## src/rtl/sad_search_engine_pkg.sv

```systemverilog
// Shared types and elaboration helpers for the row-streaming SAD search engine.
// Block-mode decoding lives here so the datapath and controller agree on N.
package sad_pkg;

    typedef enum logic [1:0] {
        SAD_4X4   = 2'd0,
        SAD_8X8   = 2'd1,
        SAD_16X16 = 2'd2
    } blk_mode_e;

    function automatic int sad_width(input int dwidth, input int blk);
        return dwidth + 2 * $clog2(blk);
    endfunction

    // Mode 3 is reserved and behaves as 16x16; N never exceeds the lane count.
    function automatic int mode_dim(input logic [1:0] mode, input int blk);
        int n;
        case (blk_mode_e'(mode))
            SAD_4X4: n = 4;
            SAD_8X8: n = 8;
            default: n = 16;
        endcase
        return (n > blk) ? blk : n;
    endfunction

endpackage

```

## src/rtl/sad_search_engine_if.sv

```systemverilog
// Row-beat input, per-candidate result output and search-best output of the engine.
// master = upstream row buffer plus downstream consumer; slave = the engine.
interface sad_search_engine_if #(
    parameter int DWIDTH = 8,
    parameter int BLK    = 16,
    parameter int IDXW   = 8
);
    localparam int SW = sad_pkg::sad_width(DWIDTH, BLK);

    logic [BLK*DWIDTH-1:0] din_row;
    logic [BLK*DWIDTH-1:0] ref_row;
    logic [1:0]            blk_mode;
    logic [IDXW-1:0]       cand_idx;
    logic                  cand_last;
    logic                  row_vld;
    logic                  row_rdy;
    logic [SW-1:0]         sad;
    logic [IDXW-1:0]       sad_idx;
    logic                  sad_vld;
    logic                  sad_rdy;
    logic [SW-1:0]         best_sad;
    logic [IDXW-1:0]       best_idx;
    logic                  best_vld;

    modport master (
        output din_row, ref_row, blk_mode, cand_idx, cand_last, row_vld, sad_rdy,
        input  row_rdy, sad, sad_idx, sad_vld, best_sad, best_idx, best_vld
    );

    modport slave (
        input  din_row, ref_row, blk_mode, cand_idx, cand_last, row_vld, sad_rdy,
        output row_rdy, sad, sad_idx, sad_vld, best_sad, best_idx, best_vld
    );

endinterface

```

## src/rtl/sad_search_engine_row_absdiff.sv

```systemverilog
// Stage 1 of the SAD pipeline: per-lane |din-ref| with lanes >= dim masked off,
// summed into one registered row sum that freezes while en is low.
module sad_row_absdiff #(
    parameter  int DWIDTH = 8,
    parameter  int BLK    = 16,
    localparam int DIMW   = $clog2(BLK) + 1,
    localparam int RSW    = DWIDTH + $clog2(BLK)
) (
    input  logic                  clk,
    input  logic                  rstn,
    input  logic                  en,
    input  logic [DIMW-1:0]       dim,
    input  logic [BLK*DWIDTH-1:0] din_row,
    input  logic [BLK*DWIDTH-1:0] ref_row,
    output logic [RSW-1:0]        row_sum
);

    logic [DWIDTH:0]   diff;
    logic [DWIDTH-1:0] mag;
    logic [RSW-1:0]    sum;

    always_comb begin
        // NOTE: every comb output gets a default first so no path can infer a latch.
        diff = '0;
        mag  = '0;
        sum  = '0;
        for (int k = 0; k < BLK; k++) begin
            diff = {1'b0, din_row[k*DWIDTH +: DWIDTH]} - {1'b0, ref_row[k*DWIDTH +: DWIDTH]};
            mag  = diff[DWIDTH] ? DWIDTH'(~diff + 1'b1) : diff[DWIDTH-1:0];
            if (k < int'(dim)) begin
                sum = sum + RSW'(mag);
            end
        end
    end

    always_ff @(posedge clk or negedge rstn) begin
        if (!rstn) begin
            row_sum <= '0;
        end else if (en) begin
            // NOTE: registers take non-blocking assignments so every flop samples pre-edge values.
            row_sum <= sum;
        end
    end

endmodule

```

## src/rtl/sad_search_engine.sv

```systemverilog
// Row-streaming SAD engine: row counter/FSM, stage-2 accumulator, held result
// register and running-minimum tracker across a search window.
module sad_search_engine
    import sad_pkg::*;
#(
    parameter int DWIDTH = 8,
    parameter int BLK    = 16,
    parameter int IDXW   = 8
) (
    input logic              clk,
    input logic              rstn,
    sad_search_engine_if.slave bus
);

    localparam int SW   = sad_width(DWIDTH, BLK);
    localparam int CW   = $clog2(BLK);
    localparam int DIMW = CW + 1;
    localparam int RSW  = DWIDTH + CW;

    localparam logic [1:0] ST_IDLE = 2'd0;
    localparam logic [1:0] ST_ACC  = 2'd1;
    localparam logic [1:0] ST_OUT  = 2'd2;

    logic            rdy_q, en, accept, row_first, row_last;
    logic [CW-1:0]   row_cnt;
    logic [1:0]      row_state, out_state;
    logic [DIMW-1:0] n_lat, eff_n;
    logic [IDXW-1:0] idx_lat;

    logic            s1_vld, s1_first, s1_last, s1_cand_last;
    logic [IDXW-1:0] s1_idx;
    logic [RSW-1:0]  row_sum;

    logic [SW-1:0]   acc, acc_next, sad_q;
    logic [IDXW-1:0] sad_idx_q;
    logic            out_last;

    logic            first, hs, take, best_vld_q;
    logic [SW-1:0]   run_min, min_next, best_sad_q;
    logic [IDXW-1:0] run_idx, idx_next, best_idx_q;

    // Only a held, unaccepted result stalls the pipe; row_rdy stays low until reset has released.
    assign en          = !(bus.sad_vld && !bus.sad_rdy);
    assign bus.row_rdy = rdy_q && en;
    assign accept      = bus.row_vld && bus.row_rdy;
    assign row_first   = (row_state == ST_IDLE);
    assign eff_n       = row_first ? DIMW'(mode_dim(bus.blk_mode, BLK)) : n_lat;
    assign row_last    = ({1'b0, row_cnt} == (eff_n - DIMW'(1)));

    always_ff @(posedge clk or negedge rstn) begin
        if (!rstn) begin
            rdy_q     <= 1'b0;
            row_cnt   <= '0;
            row_state <= ST_IDLE;
            n_lat     <= '0;
            idx_lat   <= '0;
        end else begin
            rdy_q <= 1'b1;
            if (accept) begin
                if (row_first) begin
                    n_lat   <= eff_n;
                    idx_lat <= bus.cand_idx;
                end
                if (row_last) begin
                    row_cnt   <= '0;
                    row_state <= ST_IDLE;
                end else begin
                    row_cnt   <= row_cnt + CW'(1);
                    row_state <= ST_ACC;
                end
            end
        end
    end

    sad_row_absdiff #(.DWIDTH(DWIDTH), .BLK(BLK)) u_absdiff (
        .clk     (clk),
        .rstn    (rstn),
        .en      (en),
        .dim     (eff_n),
        .din_row (bus.din_row),
        .ref_row (bus.ref_row),
        .row_sum (row_sum)
    );

    always_ff @(posedge clk or negedge rstn) begin
        if (!rstn) begin
            s1_vld       <= 1'b0;
            s1_first     <= 1'b0;
            s1_last      <= 1'b0;
            s1_cand_last <= 1'b0;
            s1_idx       <= '0;
        end else if (en) begin
            s1_vld       <= accept;
            s1_first     <= row_first;
            s1_last      <= row_last;
            s1_cand_last <= bus.cand_last;
            s1_idx       <= row_first ? bus.cand_idx : idx_lat;
        end
    end

    assign acc_next = (s1_first ? SW'(0) : acc) + SW'(row_sum);

    // A new result may load in the same cycle the previous one is handed off.
    always_ff @(posedge clk or negedge rstn) begin
        if (!rstn) begin
            acc       <= '0;
            sad_q     <= '0;
            sad_idx_q <= '0;
            out_last  <= 1'b0;
            out_state <= ST_IDLE;
        end else if (en) begin
            if (s1_vld) begin
                acc <= acc_next;
            end
            if (s1_vld && s1_last) begin
                sad_q     <= acc_next;
                sad_idx_q <= s1_idx;
                out_last  <= s1_cand_last;
                out_state <= ST_OUT;
            end else begin
                out_state <= ST_IDLE;
            end
        end
    end

    assign bus.sad     = sad_q;
    assign bus.sad_idx = sad_idx_q;
    assign bus.sad_vld = (out_state == ST_OUT);

    // Strict less-than keeps the earlier candidate on ties.
    assign hs       = bus.sad_vld && bus.sad_rdy;
    assign take     = first || (sad_q < run_min);
    assign min_next = take ? sad_q : run_min;
    assign idx_next = take ? sad_idx_q : run_idx;

    always_ff @(posedge clk or negedge rstn) begin
        if (!rstn) begin
            first      <= 1'b1;
            run_min    <= '0;
            run_idx    <= '0;
            best_sad_q <= '0;
            best_idx_q <= '0;
            best_vld_q <= 1'b0;
        end else begin
            best_vld_q <= 1'b0;
            if (hs) begin
                run_min <= min_next;
                run_idx <= idx_next;
                if (out_last) begin
                    best_sad_q <= min_next;
                    best_idx_q <= idx_next;
                    best_vld_q <= 1'b1;
                    first      <= 1'b1;
                end else begin
                    first <= 1'b0;
                end
            end
        end
    end

    assign bus.best_sad = best_sad_q;
    assign bus.best_idx = best_idx_q;
    assign bus.best_vld = best_vld_q;

endmodule

```

## src/flat_wrapper.sv

```systemverilog
// flat-port wrapper written by rule: the top's interface ports become plain ports
module sad_search_engine_flat import sad_pkg::*;
#(
    parameter int DWIDTH = 8,
    parameter int BLK    = 16,
    parameter int IDXW   = 8
)
  (clk, rstn, bus_din_row, bus_ref_row, bus_blk_mode, bus_cand_idx, bus_cand_last, bus_row_vld, bus_sad_rdy, bus_row_rdy, bus_sad, bus_sad_idx, bus_sad_vld, bus_best_sad, bus_best_idx, bus_best_vld);
  sad_search_engine_if #(.DWIDTH(DWIDTH), .BLK(BLK), .IDXW(IDXW)) bus_i ();
  input logic clk;
  input logic rstn;
  input wire logic [$bits(bus_i.din_row)-1:0] bus_din_row;
  input wire logic [$bits(bus_i.ref_row)-1:0] bus_ref_row;
  input wire logic [$bits(bus_i.blk_mode)-1:0] bus_blk_mode;
  input wire logic [$bits(bus_i.cand_idx)-1:0] bus_cand_idx;
  input wire logic [$bits(bus_i.cand_last)-1:0] bus_cand_last;
  input wire logic [$bits(bus_i.row_vld)-1:0] bus_row_vld;
  input wire logic [$bits(bus_i.sad_rdy)-1:0] bus_sad_rdy;
  output wire logic [$bits(bus_i.row_rdy)-1:0] bus_row_rdy;
  output wire logic [$bits(bus_i.sad)-1:0] bus_sad;
  output wire logic [$bits(bus_i.sad_idx)-1:0] bus_sad_idx;
  output wire logic [$bits(bus_i.sad_vld)-1:0] bus_sad_vld;
  output wire logic [$bits(bus_i.best_sad)-1:0] bus_best_sad;
  output wire logic [$bits(bus_i.best_idx)-1:0] bus_best_idx;
  output wire logic [$bits(bus_i.best_vld)-1:0] bus_best_vld;
  assign bus_i.din_row = bus_din_row;
  assign bus_i.ref_row = bus_ref_row;
  assign bus_i.blk_mode = bus_blk_mode;
  assign bus_i.cand_idx = bus_cand_idx;
  assign bus_i.cand_last = bus_cand_last;
  assign bus_i.row_vld = bus_row_vld;
  assign bus_i.sad_rdy = bus_sad_rdy;
  assign bus_row_rdy = bus_i.row_rdy;
  assign bus_sad = bus_i.sad;
  assign bus_sad_idx = bus_i.sad_idx;
  assign bus_sad_vld = bus_i.sad_vld;
  assign bus_best_sad = bus_i.best_sad;
  assign bus_best_idx = bus_i.best_idx;
  assign bus_best_vld = bus_i.best_vld;
  sad_search_engine #(.DWIDTH(DWIDTH), .BLK(BLK), .IDXW(IDXW)) u_core (.clk(clk), .rstn(rstn), .bus(bus_i));
endmodule
```

## config.mk

```make
export PLATFORM = sky130hd
export DESIGN_NAME = sad_search_engine_flat
export DESIGN_NICKNAME = d
export VERILOG_FILES = /design/src/rtl/sad_search_engine_pkg.sv /design/src/rtl/sad_search_engine_if.sv /design/src/rtl/sad_search_engine_row_absdiff.sv /design/src/rtl/sad_search_engine.sv /design/src/flat_wrapper.sv
export SDC_FILE = /design/constraint.sdc
export NUM_CORES = 1
export LEC_CHECK = 0
export CORE_UTILIZATION = 60
export CTS_CLUSTER_SIZE = 25
export DETAILED_ROUTE_END_ITERATION = 12
export PLACE_DENSITY = 0.92
export SYNTH_ARGS = -nofsm -noshare
export SYNTH_HDL_FRONTEND = slang
export SYNTH_HIERARCHICAL = 1
export SYNTH_SLANG_ARGS = --single-unit
```

## constraint.sdc

```tcl
create_clock -name clk -period 31.6 [get_ports clk]
set_input_delay 3.16 -clock clk [delete_from_list [all_inputs] [get_ports clk]]
set_output_delay 3.16 -clock clk [all_outputs]
set_load 0.02 [all_outputs]
```

==> results of run 1 <==
## synth_stat cells (all sizes together), types with 5 or more instances
library cell	number	area (um2)
a211o	5	43.8
a211oi	30	230
a21o	91	684
a21oi	202	1030
a31oi	21	131
and2	16	106
and3	12	85.1
buf	15	105
clkbuf	36	135
dfrtp	134	3350
fa	32	641
ha	293	3670
inv	297	1110
mux2	68	796
mux2i	46	464
nand2	320	1210
nand2b	17	106
nand3	34	170
nand3b	18	135
nand4	7	43.8
nor2	163	614
nor2b	64	400
nor3	28	140
nor4	5	46.3
o211ai	10	75.1
o21a	27	203
o21ai	162	822
o21bai	65	488
o221ai	7	67.6
o22ai	12	75.1
o31a	6	52.6
o31ai	41	308
o41ai	5	62.6
or2	10	62.6
or3	34	218
xnor2	237	2110
xor2	53	464
## kinds of logic (layout without fill, tap and decap cells)
family                   count (synthesis)  in the layout
multiplexers                           114            114
other                                    1              2
flip-flops                             135            135
XOR/XNOR                               293            293
AO/OA/AOI/OAI                          727            727
AND/OR/NAND/NOR                        744            744
adder cells (fa/ha/maj)                326            326
buffers and inverters                  348            658
## layer usage
layer  vias to the layer above  global-route usage [%]  routed length, um
met5                         -                       0                  0
met4                         0                    11.4               1620
met2                       762                    57.3              28200
li1                       9961                       -                  -
met3                       155                    2.86               2680
met1                      9641                    34.4              22200
## sequential cells by signal (all words and copies together) (netlist names), 12 cells and up
signal,flops
u_core/bus.best_sad,16
u_core/bus.sad,16
u_core/acc,16
u_core/u_absdiff/row_sum,12
u_core/run_min,16
## metrics by stage
step                hold slack [ns]  area (um2)  setup slack (ns)
floorplan                     0.438       21100             13.15
global placement              0.447       24700             11.02
detailed placement            0.454       24700             10.54
CTS                           0.469       25300             10.88
global route                  0.485       25300              9.25
finish                        0.470       25300             10.73
## worst max-delay path: cells and delay by family
kind                     cells  cell delay, ns
XOR/XNOR                     5            0.81
AO/OA/AOI/OAI               27            6.21
adder cells (fa/ha/maj)     17            6.01
AND/OR/NAND/NOR             22            3.44
multiplexers                 2            0.63
buffers and inverters        6            0.85
## final timing paths
check / endpoint / slack [ns]
setup / recovery: u_core/u_absdiff/row_sum[11] / 10.73
hold / removal: u_core/acc[0] / 0.47
setup reg to reg: u_core/u_absdiff/row_sum[11] / 13.27
hold reg to reg: u_core/acc[0] / 0.47
max in group asynchronous: u_core/acc[7] / 27.41
min in group asynchronous: u_core/run_min[1] / 2.84
## cell type report
| class | instances | area, um2 | area share [%] |
|---|---|---|---|
| multi-input combinational | 2205 | 16400 | 64.8 |
| sequential | 135 | 3380 | 13.4 |
| timing repair buffer | 329 | 3270 | 12.9 |
| inverter | 297 | 1110 | 4.40 |
| tap | 455 | 569 | 2.25 |
| clock buffer | 18 | 439 | 1.74 |
| clock inverter | 14 | 130 | 0.514 |
| antenna | 1 | 2.50 | 0.00989 |
==> results by group, run 1 <==
Run status
  • Status: finished, final reports clean

CTS
  • Clk root buf: clkbuf_16
  • CTS Buf Count: 17
  • Post-CTS Resized: 0
  • H-tree levels: 4
  • # hold bufs at CTS: 0
  • Clk pin slew, worst setup/hold paths: 0.06 ns
  • Worst skew pair latency: between 0.4 and 0.5 ns
  • TritonCTS Sinks: 135
  • Clock Path Buffers: 2
  • CTS tree: yes
  • Post-CTS Setup Bufs: 0

Yosys
  • Simple-Gate Fraction of Synth Area: about 16%
  • Net count after synthesis: 3284
  • EDFF count, synth: 0
  • Sequential fraction of the synthesis area: 16.0%
  • Largest family of logic cells by synthesized area: compound AO/OA/AOI/OAI gates
  • Post-Synthesis Cell Area: 21100 um2
  • Yosys Warn Count: 6
  • Ys flop type: dfrtp_1
  • Synth cell types: ~100
  • FFs w/ async S/R, synth: 100%
  • #FFs+latches synth: 135
  • Post-synthesis xor/xnor area fraction: 12.5%
  • Multiplexer share of the synthesized area: 5.96%
  • Adder-cell share of the synthesized area: 20.4%
  • Avg Cell Area, Syn: 7.86 um2
  • Synth Instances: 2688
  • Post-synthesis compound-gate area fraction: ~22%

STA
  • Hold Fails Final Rpt: 0
  • RSZ-0062 raised after global routing: no
  • Tightest Pin Transition: 1.30 ns
  • # setup viols final: 0
  • Setup Skew: 0.00982 ns
  • Period utilization: about 66%
  • Tmin final: roughly 21 ns
  • Final setup TNS: 0 ns
  • Fmax: about 48 MHz
  • Max Slew Vio Count: 0
  • Slew Limit Headroom: between 10% and 20%

Drt
  • Vias/cell: approximately 5.9
  • DRT Pass-1 Iters: 5
  • Final ANT Viol Nets: 0
  • Per-cell routed wire length: around 16 um
  • DR vias: around 21000
  • Iter 0 DRT Violations: between 1000 and 1500
  • WL final: around 55 mm
  • Number of remaining DRC errors: 0

Worst setup path
  • CP Data Required Time: around 32 ns
  • Critical path capture point type: flop
  • Crit-path slowest cell: fa_1
  • Crit start category: primary input
  • Max FO, Critical Path: 5
  • CP max stage delay: 0.58 ns
  • Worst endpoint data arrival time: 21.16 ns
  • Worst R2R Path Depth: 72
  • WS Path Type: in -> reg
  • Most frequent CP cell: ha_1
  • Worst setup path startpoint: bus_din_row[0]
  • Worst reg2reg startpoint: u_core/row_state[0]

GRT
  • Gr ovfl total: 0
  • First-pass GRT wire length: 91.4 mm
  • Vias in the first global route: 20609
  • Initial antenna violation count: 2
  • Largest net degree at the start of global routing: 69
  • Gr usage total: roughly 30%

Floorplanning
  • Die height: 190 um
  • Row count: 68
  • Core Region: 34600 um2
  • Die width: 190 um
  • I/O pins: roughly 320
  • DIE AREA: 36000 um2
  • Initial core utilization: 61.0%

Min path
  • Depth of the worst hold-timing path: 2
  • Worst hold path type: reg -> reg
  • Worst Hold Launch: u_core/acc[0]

Final layout
  • Final #Nets: 3581
  • Area added between synthesis and finish: 19.8%
  • Final core utilization: 73.1%
  • Non-Filler Instances: 3454
  • Fill cells: 2491
  • Share of cells above drive strength 1: 4.47%
  • Commonest non-fill, non-tap cell in the layout: clkdlybuf4s50_1
  • Commonest non-fill, non-tap cells in the layout: clkdlybuf4s50_1 (320), nand2_1 (319), inv_1 (296), ha_1 (293), xnor2_1 (234)

Placed design
  • RePlAce Congestion: 0.920
  • Port bufs: 321
  • Inst Count DP: 3421
  • Hpwl dp: about 44 mm

Run
  • Max-cap violations: 0
Power of run 1 is left out: the tool's default activity adds up to more than one toggle a clock period on the data nets, which glitch-free logic cannot reach.
==> inputs of run 2 (changes only) <==
Settings changed: CORE_UTILIZATION 60 to 51, PLACE_DENSITY 0.92 to 0.84.
Clock period 31.6 ns to 18.7 ns, I/O delays scaled along.
==> run 2 against run 1 <==
Net effect:
- wire length fell by 2.5%
- register-to-register slack got worse by 11 ns
- via count fell by 2.6%
- first-iteration DRC count fell by 18%
- flip-flop and latch count did not move
- critical path type unchanged
- design area rose by 3.7%
- final cell count rose by 3.2%
- global-route usage fell by 5.8 points
- critical path depth fell by 1
- clock-buffer cell count fell by 1
- clock skew fell by 0.0025 ns
==> results by group, run 2 (synthesis results as in run 1) <==
Floorplanning
  • I/O pins: 322
  • DIE AREA: 42300 um2
  • Die height: between 200 and 250 um
  • Row count: 74
  • Initial core utilization: 51.8%
  • Core Region: 40800 um2
  • Die width: between 200 and 250 um

Drt
  • Number of remaining DRC errors: 0
  • Final ANT Viol Nets: 0
  • WL final: roughly 53 mm
  • Per-cell routed wire length: 15.0 um
  • DR vias: 19993
  • DRT Pass-1 Iters: 5
  • Iter 0 DRT Violations: approximately 1100
  • Vias/cell: 5.61

Run
  • Max-cap violations: 0

Final layout
  • Share of cells above drive strength 1: ~8.5%
  • Commonest non-fill, non-tap cell in the layout: clkdlybuf4s50_1
  • Cell area after layout: 26300 um2
  • Commonest non-fill, non-tap cells in the layout: clkdlybuf4s50_1 (320), nand2_1 (317), inv_1 (294), ha_1 (276), xnor2_1 (230)
  • Area added between synthesis and finish: 24.2%
  • Final #Nets: 3617
  • Final core utilization: 64.3%

Worst setup path
  • Crit start category: primary input
  • WS Path Type: in -> reg
  • CP max stage delay: 0.51 ns
  • Worst endpoint data arrival time: ~18 ns
  • Most frequent CP cell: ha_1
  • Max FO, Critical Path: 4
  • Top Family by Delay on Critical Path: adder cells
  • Crit-path slowest cell: fa_1
  • Worst path bufs/invs: 5
  • CP Data Required Time: 19.03 ns
  • Critical path capture point type: flop

STA
  • Tightest Pin Transition: between 1 and 1.5 ns
  • Final setup TNS: 0 ns
  • # setup viols final: 0
  • Smallest hold slack: around 0.47 ns
  • Tmin final: 17.91 ns
  • Hold Fails Final Rpt: 0
  • Slew Limit Headroom: 21.2%
  • Fmax: 55.8 MHz
  • Max Slew Vio Count: 0
  • Setup Skew: 0.00728 ns
  • Period utilization: approximately 96%

Placed design
  • Hpwl dp: 43.2 mm
  • RePlAce Congestion: ~0.93
  • Port bufs: roughly 320
  • Post-DP Area: around 25000 um2

CTS
  • Clock Path Buffers: 2
  • Clk pin slew, worst setup/hold paths: 0.06 ns
  • Clk root buf: clkbuf_16
  • Worst skew pair latency: 0.42 ns
  • TritonCTS Sinks: 135
  • H-tree levels: 4
  • CTS Buf Count: 17
  • CTS tree: yes

GRT
  • Largest net degree at the start of global routing: 81
  • Gr usage total: between 20 and 25%
  • Vias in the first global route: 19227
  • First-pass GRT wire length: 86.5 mm
  • Gr ovfl total: 0
  • Initial antenna violation count: 1

Min path
  • Worst hold path type: reg -> reg

Run status
  • Status: finished, final reports clean
[run 2: cell count changes in the layout (fill, tap and decap cells not counted), moves of 7 or more]
| cell | delta |
|---|---|
| a211oi_1 | -7 |
| a211oi_2 | +7 |
| a21oi_1 | -23 |
| a21oi_2 | +23 |
| buf_4 | +36 |
| ha_1 | -17 |
| ha_4 | +15 |
| o21ai_0 | -17 |
| o21ai_1 | +12 |
[run 2: timing repair]
action / 4_1_cts / 5_1_grt
resized for setup: 4 / 107
hold endpoints to repair: 0 / 0
hold buffers: 0 / 0
buffers inserted: 0 / 22
cloned: 0 / 0
endpoints found under the setup margin: 1 / 7
pin swaps: 0 / 39
[run 2: final timing paths]
kind                                     startpoint                      endpoint  slack, ns  cells past startpoint
worst min-delay path               u_core/s1_idx[6]         u_core/bus.sad_idx[6]       0.47                      2
min in group asynchronous                      rstn            u_core/run_min[12]       1.63                      1
max in group asynchronous                      rstn             u_core/bus.sad[8]      15.81                      2
worst min register to register     u_core/s1_idx[6]         u_core/bus.sad_idx[6]       0.47                      2
worst max-delay path                 bus_ref_row[8]  u_core/u_absdiff/row_sum[11]       0.79                     78
worst max register to register  u_core/row_state[0]  u_core/u_absdiff/row_sum[11]       2.32                     73
[run 2: metrics by stage]
stage	setup slack (ns)	std cells
3_5_place_dp	-0.523	3512
6_report	0.794	3566
3_3_place_gp	0.127	3512
4_1_cts	0.00597	3543
5_1_grt	-0.158	3566
2_1_floorplan	1.54	2688
[run 2: cell type report]
type                            count  area [um2]
Multi-Input combinational cell   2205       16900
Clock buffer                       17         425
Antenna cell                        1        2.50
Sequential cell                   135        3380
Tap cell                          532         666
Clock inverter                     14         198
Timing Repair Buffer              365        3540
Inverter                          297        1110
Fill cell                        3348       14600
[run 2: worst min-delay path: cells and delay by family, from the launching register on]
family / cells / cell delay (ns)
AND/OR/NAND/NOR: 2 / 0.10
flip-flops: 1 / 0.34
[run 2: routing by layer]
| layer | GRT usage (%) | wire (um) |
|---|---|---|
| met1 | 29.8 | 23300 |
| met2 | 45.9 | 27300 |
| met3 | 1.90 | 1920 |
| met4 | 4.95 | 767 |
| met5 | 0 | 0 |
Power of run 2 is left out for the same reason.
